$ cat config.mk
export PLATFORM = sky130hd
export DESIGN_NAME = alu_muldiv
export DESIGN_NICKNAME = d
export VERILOG_FILES = /design/src/rtl/alu_muldiv_pkg.sv /design/src/rtl/alu_muldiv_sign_fix.sv /design/src/rtl/alu_muldiv.sv
export SDC_FILE = /design/constraint.sdc
export NUM_CORES = 1
export LEC_CHECK = 0
export CORE_UTILIZATION = 40
export CTS_CLUSTER_DIAMETER = 40
export CTS_CLUSTER_SIZE = 16
export DETAILED_ROUTE_END_ITERATION = 7
export PLACE_DENSITY_LB_ADDON = 0.12
export SETUP_SLACK_MARGIN = 0.3
export SLEW_MARGIN = 20
export SYNTH_ARGS = -nofsm -noshare
export SYNTH_HDL_FRONTEND = slang
export SYNTH_HIERARCHICAL = 1
export SYNTH_SLANG_ARGS = --single-unit
$ cat constraint.sdc
create_clock -name i_clock -period 11.2 [get_ports i_clock]
set_input_delay 2.24 -clock i_clock [delete_from_list [all_inputs] [get_ports i_clock]]
set_output_delay 2.24 -clock i_clock [all_outputs]
set_load 0.05 [all_outputs]
$ cat src/rtl/alu_muldiv_pkg.sv
// rtl/alu_muldiv_pkg.sv - opcodes, state encoding and counter sizing for alu_muldiv
package alu_muldiv_pkg;

    localparam logic [4:0] OP_MULT  = 5'b00000;
    localparam logic [4:0] OP_MULTU = 5'b00001;
    localparam logic [4:0] OP_DIV   = 5'b00010;
    localparam logic [4:0] OP_DIVU  = 5'b00011;
    localparam logic [4:0] OP_MTHI  = 5'b00100;
    localparam logic [4:0] OP_MTLO  = 5'b00101;
    localparam logic [4:0] OP_MADD  = 5'b00110;
    localparam logic [4:0] OP_MADDU = 5'b00111;

    typedef enum logic [1:0] {
        ST_IDLE = 2'd0,
        ST_ITER = 2'd1,
        ST_FIX  = 2'd2
    } state_t;

    // Ceiling log2; sized with value = NB_DATA + 1 so the counter can hold NB_DATA
    function automatic int clog2(input int value);
        int w;
        w = 0;
        for (int i = 0; i < 31; i++) begin
            if ((1 << i) < value) begin
                w = i + 1;
            end
        end
        return w;
    endfunction

endpackage

$ cat src/rtl/alu_muldiv_sign_fix.sv
// rtl/alu_muldiv_sign_fix.sv - sign correction and special-case overrides for mul/div results
module muldiv_sign_fix
    import alu_muldiv_pkg::*;
#(
    parameter int NB_DATA = 32
) (
    input  logic               is_div,
    input  logic               is_signed,
    input  logic [NB_DATA-1:0] a_raw,
    input  logic [NB_DATA-1:0] b_raw,
    input  logic [NB_DATA-1:0] mag_hi,
    input  logic [NB_DATA-1:0] mag_lo,
    output logic [NB_DATA-1:0] res_hi,
    output logic [NB_DATA-1:0] res_lo,
    output logic               div_zero
);

    localparam logic [NB_DATA-1:0] MIN_VAL = {1'b1, {(NB_DATA-1){1'b0}}};

    logic                   neg_a;
    logic                   neg_b;
    logic [2*NB_DATA-1:0]   prod;
    logic [NB_DATA-1:0]     quo;
    logic [NB_DATA-1:0]     rem;

    assign neg_a    = is_signed & a_raw[NB_DATA-1];
    assign neg_b    = is_signed & b_raw[NB_DATA-1];
    assign div_zero = is_div && (b_raw == '0);

    // Restore signs on the unsigned magnitudes, then apply divide special cases
    always_comb begin
        prod = {mag_hi, mag_lo};
        if (neg_a ^ neg_b) begin
            prod = -prod;
        end
        quo = (neg_a ^ neg_b) ? -mag_lo : mag_lo;
        rem = neg_a ? -mag_hi : mag_hi;
        if (!is_div) begin
            res_hi = prod[2*NB_DATA-1:NB_DATA];
            res_lo = prod[NB_DATA-1:0];
        end else if (div_zero) begin
            res_hi = a_raw;
            res_lo = '1;
        end else if (is_signed && (a_raw == MIN_VAL) && (b_raw == '1)) begin
            res_hi = '0;
            res_lo = MIN_VAL;
        end else begin
            res_hi = rem;
            res_lo = quo;
        end
    end

endmodule

$ cat src/rtl/alu_muldiv.sv
// rtl/alu_muldiv.sv - iterative multiply/divide unit owning HI/LO; ALU_MULDIV_MADD_EN adds MADD/MADDU
module alu_muldiv
    import alu_muldiv_pkg::*;
#(
    parameter int NB_DATA        = 32,
    parameter int N_BITS_CONTROL = 5
) (
    input  logic                      i_clock,
    input  logic                      i_reset,
    input  logic                      i_valid,
    input  logic [N_BITS_CONTROL-1:0] i_opcode,
    input  logic [NB_DATA-1:0]        i_data_a,
    input  logic [NB_DATA-1:0]        i_data_b,
    input  logic                      i_flush,
    output logic                      o_busy,
    output logic                      o_done,
    output logic                      o_div_zero,
    output logic [NB_DATA-1:0]        o_hi,
    output logic [NB_DATA-1:0]        o_lo
);

    localparam int CNT_W = clog2(NB_DATA + 1);

    state_t             state;
    logic [CNT_W-1:0]   cnt;
    logic [NB_DATA-1:0] acc_hi, acc_lo, opnd, a_raw, b_raw, hi_q, lo_q;
    logic               op_div, op_signed;
    logic               busy_q, done_q, dz_q;

    logic               dec_mul, dec_div, dec_signed, dec_mthi, dec_mtlo;
    logic [NB_DATA-1:0] a_mag, b_mag;
    logic [NB_DATA:0]   mul_sum, div_shift;
    logic [NB_DATA-1:0] div_sub, step_hi, step_lo;
    logic               div_ge;
    logic [NB_DATA-1:0] res_hi, res_lo, wr_hi, wr_lo;
    logic               fix_dz;
`ifdef ALU_MULDIV_MADD_EN
    logic               dec_madd, op_madd;
    logic [2*NB_DATA-1:0] madd_sum;
`endif

    // Opcode decode; unknown codes leave every flag low so the request is ignored
    always_comb begin
        dec_mul    = 1'b0;
        dec_div    = 1'b0;
        dec_signed = 1'b0;
        dec_mthi   = 1'b0;
        dec_mtlo   = 1'b0;
`ifdef ALU_MULDIV_MADD_EN
        dec_madd   = 1'b0;
`endif
        case (i_opcode)
            N_BITS_CONTROL'(OP_MULT):  begin dec_mul = 1'b1; dec_signed = 1'b1; end
            N_BITS_CONTROL'(OP_MULTU): dec_mul = 1'b1;
            N_BITS_CONTROL'(OP_DIV):   begin dec_div = 1'b1; dec_signed = 1'b1; end
            N_BITS_CONTROL'(OP_DIVU):  dec_div = 1'b1;
            N_BITS_CONTROL'(OP_MTHI):  dec_mthi = 1'b1;
            N_BITS_CONTROL'(OP_MTLO):  dec_mtlo = 1'b1;
`ifdef ALU_MULDIV_MADD_EN
            N_BITS_CONTROL'(OP_MADD):  begin dec_mul = 1'b1; dec_signed = 1'b1; dec_madd = 1'b1; end
            N_BITS_CONTROL'(OP_MADDU): begin dec_mul = 1'b1; dec_madd = 1'b1; end
`endif
            default: ;
        endcase
    end

    assign a_mag = (dec_signed && i_data_a[NB_DATA-1]) ? -i_data_a : i_data_a;
    assign b_mag = (dec_signed && i_data_b[NB_DATA-1]) ? -i_data_b : i_data_b;

    // Multiply: {acc_hi,acc_lo} holds partial product over the shifting multiplier.
    // Divide: acc_hi is the partial remainder, acc_lo shifts dividend out and quotient in.
    assign mul_sum   = {1'b0, acc_hi} + (acc_lo[0] ? {1'b0, opnd} : '0);
    assign div_shift = {acc_hi, acc_lo[NB_DATA-1]};
    assign div_ge    = div_shift >= {1'b0, opnd};
    assign div_sub   = div_shift[NB_DATA-1:0] - opnd;

    // One shift-add or restoring-subtract step
    always_comb begin
        if (op_div) begin
            step_hi = div_ge ? div_sub : div_shift[NB_DATA-1:0];
            step_lo = {acc_lo[NB_DATA-2:0], div_ge};
        end else begin
            step_hi = mul_sum[NB_DATA:1];
            step_lo = {mul_sum[0], acc_lo[NB_DATA-1:1]};
        end
    end

    // The final step feeds sign correction directly so HI/LO commit on the last iteration edge
    muldiv_sign_fix #(.NB_DATA(NB_DATA)) u_sign_fix (
        .is_div    (op_div),
        .is_signed (op_signed),
        .a_raw     (a_raw),
        .b_raw     (b_raw),
        .mag_hi    (step_hi),
        .mag_lo    (step_lo),
        .res_hi    (res_hi),
        .res_lo    (res_lo),
        .div_zero  (fix_dz)
    );

`ifdef ALU_MULDIV_MADD_EN
    assign madd_sum = {hi_q, lo_q} + {res_hi, res_lo};
    assign wr_hi    = op_madd ? madd_sum[2*NB_DATA-1:NB_DATA] : res_hi;
    assign wr_lo    = op_madd ? madd_sum[NB_DATA-1:0] : res_lo;
`else
    assign wr_hi    = res_hi;
    assign wr_lo    = res_lo;
`endif

    // Sequencer: accept, iterate, commit HI/LO and pulse done; FIX is the done cycle and
    // already accepts the next request
    always_ff @(posedge i_clock) begin
        if (i_reset) begin
            state     <= ST_IDLE;
            cnt       <= '0;
            acc_hi    <= '0;
            acc_lo    <= '0;
            opnd      <= '0;
            a_raw     <= '0;
            b_raw     <= '0;
            op_div    <= 1'b0;
            op_signed <= 1'b0;
`ifdef ALU_MULDIV_MADD_EN
            op_madd   <= 1'b0;
`endif
            hi_q      <= '0;
            lo_q      <= '0;
            busy_q    <= 1'b0;
            done_q    <= 1'b0;
            dz_q      <= 1'b0;
        end else begin
            done_q <= 1'b0;
            dz_q   <= 1'b0;
            case (state)
                ST_ITER: begin
                    if (i_flush) begin
                        state  <= ST_IDLE;
                        busy_q <= 1'b0;
                    end else begin
                        acc_hi <= step_hi;
                        acc_lo <= step_lo;
                        cnt    <= cnt - CNT_W'(1);
                        if (cnt == CNT_W'(1)) begin
                            hi_q   <= wr_hi;
                            lo_q   <= wr_lo;
                            done_q <= 1'b1;
                            dz_q   <= fix_dz;
                            state  <= ST_FIX;
                        end
                    end
                end
                default: begin
                    state  <= ST_IDLE;
                    busy_q <= 1'b0;
                    if (i_valid && !((state == ST_FIX) && i_flush)) begin
                        if (dec_mul || dec_div) begin
                            state     <= ST_ITER;
                            busy_q    <= 1'b1;
                            cnt       <= CNT_W'(NB_DATA);
                            a_raw     <= i_data_a;
                            b_raw     <= i_data_b;
                            op_div    <= dec_div;
                            op_signed <= dec_signed;
`ifdef ALU_MULDIV_MADD_EN
                            op_madd   <= dec_madd;
`endif
                            acc_hi    <= '0;
                            acc_lo    <= dec_div ? a_mag : b_mag;
                            opnd      <= dec_div ? b_mag : a_mag;
                        end else if (dec_mthi) begin
                            hi_q <= i_data_a;
                        end else if (dec_mtlo) begin
                            lo_q <= i_data_a;
                        end
                    end
                end
            endcase
        end
    end

    assign o_busy     = busy_q;
    assign o_done     = done_q;
    assign o_div_zero = dz_q;
    assign o_hi       = hi_q;
    assign o_lo       = lo_q;

endmodule

; After elaboration in Yosys (flattened, before gate mapping)
; Index checks and enable logic that the tools add are counted.
[totals]
register_bits = 237
out_inout_bits = 67
[classes]
n_addsub = 8
n_lt_le_gt_ge = 1
eq_ne = 16
n_mux = 57
bitwise = 5
n_reduce_logical = 24
[ops]
columns = op, n
row1 = $mux W32, 37
row2 = $neg A32 Y32, 4
row3 = $eq A32 B32 Y1 const B, 2
row4 = $mux W64, 1
row5 = $neg A64 Y64, 1
row6 = $add A32 B32 Y33, 1
row7 = $ge A33 B32 Y1, 1
row8 = $logic_not A32 Y1, 1
row9 = $sub A32 B32 Y32, 1
row10 = $mux W6, 4
row11 = $mux W1, 12
row12 = $eq A5 B2 Y1 const B, 2
row13 = $eq A5 B3 Y1 const B, 2
row14 = $reduce_bool A2 Y1, 4
row15 = $logic_and A1 B1 Y1, 7
row16 = $eq A6 B1 Y1 const B, 1
row17 = $mux W2, 3
row18 = $ne A2 B2 Y1 const B, 3
row19 = $reduce_and A3 Y1, 2
row20 = $reduce_and A6 Y1, 1
row21 = $reduce_or A2 Y1, 3
row22 = $sub A6 B1 Y6 const B, 1
row23 = $eq A5 B1 Y1 const B, 1
row24 = $logic_not A5 Y1, 1
row25 = other kinds (12), 15

; Depth between registers and ports, before layout
; Gate-level depths: netlist (run 1).
[depth]
ltp_word = 11
mapped_depth = 23

; Modules after synthesis
; The synthesis (run 1) kept the hierarchy.
[modules_own_cells]
columns = module, n_inst, cells_each, area_per_inst_um2
row1 = alu_muldiv, 1, 2114, 15651.3
row2 = muldiv_sign_fix, 1, 519, 3278.1

; Worst setup path after synthesis (run 1)
; OpenSTA, ideal clock, no wires.
[synth_path]
kind = register to register
startpoint = register opnd[4]
endpoint = register hi_q[31], in the netlist o_hi[31]
arrival_time_ns = 4.783
required_ns = 11.114
path_slack_ns = 6.331
stages_incl_launch_ff = 23
path_buffers = 3
period_less_slack_ns = 4.869
path_cell_list = dfxtp_1 inv_1 ha_1 a21o_1 o21a_1 o31a_1 o2111ai_2 a2111oi_4 o2111ai_1 nand2_1 buf_4 mux2i_1 a21oi_1 buf_6 or4_1 or3_1 buf_6 o41ai_4 xnor2_1 a22oi_2 mux2i_1 a21oi_1 a211oi_1
[synth_via]
elab_chain_cells = 11
word_cells_on_any_way = 17
cone_classes = 4 x add/sub / 1 x order compare / 12 x mux
[synth_lines]
columns = element, line
row1 = "start, declared", alu_muldiv.sv:26  ; logic [NB_DATA-1:0] acc_hi, acc_lo, opnd, a_raw, b_raw, hi_q, lo_q;
row2 = "start signal, assigned", alu_muldiv.sv:169  ; opnd <= dec_div ? b_mag : a_mag;
row3 = $mux W32 (tied with other cells), alu_muldiv.sv:72  ; assign mul_sum = {1'b0, acc_hi} + (acc_lo[0] ? {1'b0, opnd} : '0);
row4 = $add A32 B32 Y33 / $mux W32 (equally long branches), "alu_muldiv.sv:72, alu_muldiv.sv:80"
row5 = $mux W32 (*), alu_muldiv.sv:79  ; if (op_div) begin
row6 = named net step_hi[16], alu_muldiv.sv:33  ; logic [NB_DATA-1:0] div_sub, step_hi, step_lo;
row7 = $neg A32 Y32, alu_muldiv_sign_fix.sv:37  ; rem = neg_a ? -mag_hi : mag_hi;
row8 = $mux W32, alu_muldiv_sign_fix.sv:37
row9 = $mux W32, alu_muldiv_sign_fix.sv:44  ; end else if (is_signed && (a_raw == MIN_VAL) && (b_raw == '1)) begin
row10 = $mux W32, alu_muldiv_sign_fix.sv:41  ; end else if (div_zero) begin
row11 = $mux W32 (*), alu_muldiv_sign_fix.sv:38  ; if (!is_div) begin
row12 = named net res_hi[31], alu_muldiv.sv:35  ; logic [NB_DATA-1:0] res_hi, res_lo, wr_hi, wr_lo;
row13 = $mux W32 (*), alu_muldiv.sv:143  ; if (cnt == CNT_W'(1)) begin
row14 = $mux W32 (*), alu_muldiv.sv:136  ; if (i_flush) begin
row15 = $mux W32 (*), alu_muldiv.sv:134  ; case (state)
row16 = "end signal, assigned", alu_muldiv.sv:144  ; hi_q <= wr_hi;
row17 = "end signal, assigned", alu_muldiv.sv:171  ; hi_q <= i_data_a;
row18 = "end, declared", alu_muldiv.sv:26
; The timed path passes the listed nets; every way through them passes the cells marked *. The select of a mux whose other input is x is not followed.
; A chain may end at the register's enable or synchronous reset.

; Worst setup path in the final report (run 1)
[layout_path]
startpoint = register opnd[5]
endpoint = register hi_q[20], in the netlist o_hi[20]
[layout_via]
elab_chain_cells = 11
word_cells_on_any_way = 17
cone_classes = 4 x add/sub / 1 x order compare / 12 x mux
[layout_lines]
columns = element, line
row1 = $ge A33 B32 Y1 (*), alu_muldiv.sv:74  ; assign div_ge = div_shift >= {1'b0, opnd};
row2 = $mux W32 (*), alu_muldiv.sv:80  ; step_hi = div_ge ? div_sub : div_shift[NB_DATA-1:0];
row3 = $mux W32 (*), alu_muldiv.sv:79
row4 = named net step_hi[0], alu_muldiv.sv:33
row5 = $neg A32 Y32, alu_muldiv_sign_fix.sv:37
row6 = $mux W32, alu_muldiv_sign_fix.sv:37
row7 = $mux W32, alu_muldiv_sign_fix.sv:44
row8 = $mux W32, alu_muldiv_sign_fix.sv:41
row9 = $mux W32 (*), alu_muldiv_sign_fix.sv:38
row10 = named net res_hi[20], alu_muldiv.sv:35
row11 = $mux W32 (*), alu_muldiv.sv:143
row12 = $mux W32 (*), alu_muldiv.sv:136
row13 = $mux W32 (*), alu_muldiv.sv:134
; Marked as above.

==> results of run 1 <==
[routing by layer]
layer	up-vias	global-route usage, %
met5	-	0
met4	0	15.25
met3	184	7.164
met2	1089	49.84
met1	9934	47.74
li1	9591	-
[synth_stat cells (all sizes together), types with 4 or more instances]
cell | count | area, µm²
clkbuf | 177 | 665.6
a211oi | 100 | 750.7
a311oi | 14 | 122.6
xor2 | 71 | 621.9
or2 | 8 | 50.05
o21ai | 135 | 675.7
nand4 | 33 | 206.5
or3 | 18 | 112.6
ha | 70 | 875.8
nand2b | 10 | 62.56
nand2 | 358 | 1346
o22ai | 5 | 31.28
o211ai | 25 | 187.7
inv | 59 | 221.5
a21boi | 7 | 52.55
nor3b | 5 | 37.54
and3 | 13 | 81.33
a21oi | 302 | 1511
xnor2 | 133 | 1172
and2 | 75 | 469.2
a31oi | 51 | 319.1
nand3b | 6 | 45.04
buf | 17 | 95.09
o41ai | 13 | 140.1
a32oi | 8 | 70.07
o21bai | 5 | 37.54
mux2 | 30 | 337.8
o31ai | 25 | 187.7
nor4b | 6 | 52.55
nand3 | 73 | 365.4
o21a | 10 | 75.07
nor4 | 54 | 386.6
or4 | 10 | 86.33
nor3 | 49 | 245.2
and4 | 4 | 35.03
a22o | 16 | 140.1
a21o | 34 | 255.2
a22oi | 30 | 230.2
dfxtp | 237 | 4745
mux2i | 36 | 360.4
nor2b | 14 | 87.58
nor2 | 243 | 912.1
[per-stage QoR]
| stage | instances | setup WS [ns] | cell area (µm²) | total power [mW] | hold slack (ns) |
|---|---|---|---|---|---|
| floorplan | 2633 | 6.331 | 18930 | 1.200 | 0.4390 |
| global placement | 3219 | 5.097 | 20650 | 1.389 | 0.4496 |
| detailed placement | 3220 | 5.021 | 20660 | 1.390 | 0.4547 |
| CTS | 3315 | 4.983 | 22440 | 2.945 | 0.4609 |
| global route | 3315 | 4.304 | 22440 | 3.030 | 0.4883 |
| finish | 3316 | 4.762 | 22440 | 2.942 | 0.4562 |
[sequential cells by signal, summed over array words and instances (netlist names)]
register	cells
op_signed	1
o_lo	32
o_div_zero	1
op_div	1
b_raw	32
acc_lo	32
o_hi	32
o_busy	1
a_raw	32
opnd	32
cnt	6
acc_hi	32
o_done	1
state	2
[worst min-delay path by stage]
stage,cells after the start,to,slack (ns),startpoint
6_report,2,o_busy,0.46,o_busy
5_1_grt,2,b_raw[29],0.49,b_raw[29]
4_1_cts,2,o_busy,0.46,o_busy
3_5_place_dp,2,o_busy,0.45,o_busy
3_3_place_gp,2,o_busy,0.45,o_busy
2_1_floorplan,2,acc_lo[30],0.44,acc_lo[30]
[critical path: stages, from the launching register on]
cell and delay, ns:
dfxtp_1 0.35, inv_1 0.05, ha_1 0.39, and4_1 0.22, o21a_1 0.15, o31a_1 0.16
o2111ai_2 0.17, a2111oi_4 0.49, o2111a_1 0.60, nor2_1 0.25, a21oi_1 0.24, o21bai_1 0.17
inv_1 0.11, ha_1 0.21, nor4b_1 0.53, nand4_1 0.54, nor4b_1 0.76, a41oi_1 0.23
xnor2_1 0.18, o211ai_1 0.20, a21oi_1 0.09, a211oi_1 0.24
[cells by family (layout without fill, tap and decap cells)]
group / after synthesis / in the layout / share of synthesized area (%)
AO/OA/AOI/OAI: 814 / 814 / 27.08
XOR/XNOR: 204 / 204 / 9.479
adder cells (fa/ha/maj): 72 / 72 / 4.838
buffers and inverters: 254 / 329 / 5.208
flip-flops: 237 / 237 / 25.06
multiplexers: 66 / 66 / 3.688
other: 0 / 1 / 0
AND/OR/NAND/NOR: 986 / 986 / 24.64
[report_power, final]
| part | total, mW | switching, mW | internal (mW) |
|---|---|---|---|
| logic | 0.508 | 0.343 | 0.164 |
| registers | 0.884 | 0.0185 | 0.865 |
| clock network | 1.55 | 0.537 | 1.01 |
[layout make-up]
cell class	count	area, µm²
fillers	4765	24210
multi-input cells	2142	13280
flip-flops and latches	237	4748
repair buffers	174	1659
clock buffers	68	1503
well taps	607	759.5
clock inverters	27	271.5
inverters	60	225.2
diodes	1	2.502
==> flow_summary.yaml, run 1 <==
critical_path:
  startpoint_type: "flop"
  crit_required_ns: 11.70
  endpoint: "o_hi[20]"
  reg2reg_depth: 21
  startpoint: "opnd[5]"
  worstReg2RegEnd: "o_hi[20]"
  worstSetupEndpointType: "flop"
  cp.arrival_ns: 6.94
  cp_max_fo: 14
  ff2ff_setup_slack_ns: 4.76
  r2r_start: "opnd[5]"
  critPathKind: "flop to flop"
timing:
  hold_viol_final: 0
  finalCritPeriodShare_pct: 57.49
  fin_skew_ns: 0.02266
  rsz0062_at_grt: "no"
  worst_pin_slew_ns: 1.213
  slew_viol_final: 0
  tns_ns: 0
  final-setup-viol-count: 0
  fmax_mhz: 155.3
  maxSlewHeadroom_pct: 18.60
  min_period_ns: 6.438
synthesis:
  ys_types: 86
  synth_edf_count: 0
  synth_cells: 2633
  synth_area_per_cell_um2: 7.189
  synth_flop_cell: "dfxtp_1"
  yosysWarnings: 6
  seq_area_frac_synth_pct: 25.06
  async_flop_share_pct: 0
  synth-seq-cells: 237
  synth_fp_nets: 2778
  netlist_area_mm2: 0.01893
drt:
  vias: 20798
  wire_per_inst_um: 25.27
  wirelength_mm: 83.80
  drtPass1Iterations: 8
  met1_length_mm: 36.73
  drc_errors: 16
  wl_met3_mm: 8.140
  final_antenna_net_count: 0
  first_iter_violations: 2331
  dr.max_layer_used: "met4"
  viasPerCell: 6.272
  wl_met2_mm: 35.04
clock_tree:
  cts.repair.resized: 0
  cts-root-buf: "clkbuf_16"
  cts_htree_levels: 2
  cts_hold_buffers: 0
  insertion_delay_ns: 0.60
  cts_tree: "done"
  clockBufferDepth: 3
  cts_setup_buffers: 0
  clock-sinks: 237
  numCtsBuffers: 51
  clkSlewWorstSetupHoldPaths_ns: 0.05
die:
  die_area_mm2: 0.04820
  start_util_pct: 40.57
  rows: 79
  ios: 140
  die_x_um: 219.5
  fp.coreArea_mm2: 0.04665
  die-height_um: 219.5
place:
  io_buffers: 139
  gp_congestion: 0.9743
  hpwl_mm: 63.73
finish:
  final_cell_mix: "355 x nand2_1, 302 x a21oi_1, 241 x nor2_1"
  layout_commonest_cell: "nand2_1"
  drive_gt1_share_pct: 7.496
  layout.nets: 2811
  area_growth_pct: 18.57
  utilization_pct: 48.11
global_routing:
  first_global_vias: 18924
  grt-ovfl-total: 0
  antenna_found_initial: 1
  grt_max_degree: 102
  grt_pass1_wl_mm: 122.5
  grt_usage_pct: 34.13
min_path:
  hold_class: "flop to flop"
power_and_ir_drop:
  p_per_area_mw_per_mm2: 131.1
  peakVddDrop_uv: 109.4
  p_leak_nw: 8.358
outcome:
  violations: "DRC"
  status: "complete, but fails checks"
run:
  max_cap_violations: 0
(Power assumes the default switching activity.)
==> run 2, diff against run 1 <==
==> constraint.sdc (replaced) <==
create_clock -name i_clock -period 5.9 [get_ports i_clock]
set_input_delay 1.18 -clock i_clock [delete_from_list [all_inputs] [get_ports i_clock]]
set_output_delay 1.18 -clock i_clock [all_outputs]
set_load 0.05 [all_outputs]
==> flow_summary.yaml, run 2 (same netlist as run 1, synthesis figures left out) <==
outcome:
  status: "complete, but fails checks"
  violations: "DRC"
timing:
  rsz0062_at_grt: "yes"
  finalCritPeriodShare_pct: 93.40
  tns_ns: 0
  min_period_ns: 5.511
  fmax_mhz: 181.5
  worst_pin_slew_ns: 1.137
  final-setup-viol-count: 0
  fin_skew_ns: 0.06932
  maxSlewHeadroom_pct: 24.18
  slew_viol_final: 0
  hold_viol_final: 0
global_routing:
  grt_pass1_wl_mm: 123.2
  antenna_found_initial: 4
  grt_usage_pct: 34.27
  grt-ovfl-total: 0
  grt_max_degree: 101
  first_global_vias: 19311
die:
  start_util_pct: 40.57
  die_area_mm2: 0.04820
  die-height_um: 219.5
  rows: 79
  die_x_um: 219.5
  fp.coreArea_mm2: 0.04665
  ios: 140
finish:
  area_growth_pct: 21.34
  layout.nets: 2866
  drive_gt1_share_pct: 9.891
  num_antenna_cells: 0
  final_cells: 3367
  final_cell_mix: "355 x nand2_1, 301 x a21oi_1, 240 x nor2_1"
  layout_commonest_cell: "nand2_1"
clock_tree:
  numCtsBuffers: 51
  clkSlewWorstSetupHoldPaths_ns: 0.06
  cts-root-buf: "clkbuf_16"
  cts_tree: "done"
  cts_htree_levels: 2
  clock-sinks: 237
  clockBufferDepth: 3
  insertion_delay_ns: 0.63
  cts_hold_buffers: 0
power_and_ir_drop:
  peakVddDrop_uv: 202.9
  p_leak_nw: 8.640
  netSwitchingFraction_pct: 31.60
  clockPowerShare_pct: 52.2
  p_seq_share_pct: 29.7
  p_per_area_mw_per_mm2: 245.8
  p_comb_share_pct: 18.1
  cell_internal_pwr_mw: 3.861
  switchingPower_mw: 1.784
place:
  io_buffers: 139
  place_inst: 3271
  hpwl_mm: 64.38
  gp_congestion: 1.013
drt:
  wire_per_inst_um: 24.98
  first_iter_violations: 2532
  drtPass1Iterations: 8
  vias: 21040
  viasPerCell: 6.249
  wirelength_mm: 84.10
  final_antenna_net_count: 0
  drc_errors: 8
critical_path:
  startpoint_type: "flop"
  cp_slowest_cell: "nor4b_1"
  cp.arrival_ns: 5.96
  worstSetupEndpointType: "flop"
  cp_cell_sequence: "inv_1, ha_1, a21o_1, o21a_1, o31a_1, o2111ai_2, a2111oi_4, o2111a_2, o21ai_0, a31oi_1, nor4b_1, buf_4, nand3_1, nor3_1, a21oi_1, xnor2_1, o21ai_0, a21oi_1, a211oi_1"
  slowest_delay_ns: 0.54
  crit_required_ns: 6.35
  critPathBufInv: 2
  cp_top_family: "compound AO/OA/AOI/OAI gates"
  critPathKind: "flop to flop"
  cp_max_fo: 7
run:
  max_cap_violations: 0
min_path:
  hold_class: "flop to flop"
==> run 2: final cells by class <==
cell class                      count  area (µm²)
Fill cell                        4804       23690
Multi-Input combinational cell   2142       13370
Sequential cell                   237        4748
Timing Repair Buffer              229        2082
Clock buffer                       58        1333
Tap cell                          607       759.5
Clock inverter                     34       447.9
Inverter                           60       225.2
==> run 2: routing by layer <==
layer	vias up	global-route usage, %	routed length (µm)
met4	4	15.30	3808
met2	1199	50.37	35240
met3	182	6.832	9337
li1	9692	-	-
met1	9963	47.91	35680
met5	-	0	28
==> run 2: power groups by stage <==
stage | Clock (mW) | Combinational (mW) | Sequential [mW]
3_5_place_dp | 0 | 0.959 | 1.71
5_1_grt | 3.07 | 1.07 | 1.68
3_3_place_gp | 0 | 0.958 | 1.71
2_1_floorplan | 0 | 0.544 | 1.73
4_1_cts | 2.98 | 0.964 | 1.68
6_report | 2.95 | 1.02 | 1.68
==> run 2: timing repair <==
item / in CTS / in global routing
buffers inserted: 0 / 3
setup endpoints to repair: 0 / 21
gates resized for setup: 0 / 25
==> run 2: through the flow <==
step / setup slack [ns] / instance area, µm² / hold WS [ns] / power [mW] / utilization, %
floorplan: 1.031 / 18930 / 0.4390 / 2.278 / -
global route: 0.2565 / 22970 / 0.4793 / 5.815 / 49.23
finish: 0.3892 / 22970 / 0.4686 / 5.645 / 49.23
global placement: 0.3801 / 21040 / 0.4559 / 2.663 / 45.09
detailed placement: 0.3907 / 21040 / 0.4643 / 2.665 / 45.09
CTS: 0.3533 / 22820 / 0.4703 / 5.622 / 48.90
==> run 2: tightest hold or removal path, stage by stage, from the launching register on <==
cell	delay (ns)
dfxtp_1	0.31
nand2_1	0.05
a21oi_1	0.05
==> run 2: path summary, 6_finish.rpt <==
path / from / to / slack, ns / depth (start not counted)
worst max register to register: opnd[4] / o_hi[14] / 0.39 / 19
worst min register to register: b_raw[12] / b_raw[12] / 0.47 / 2
worst max-delay path: opnd[4] / o_hi[14] / 0.39 / 19
worst min-delay path: b_raw[12] / b_raw[12] / 0.47 / 2
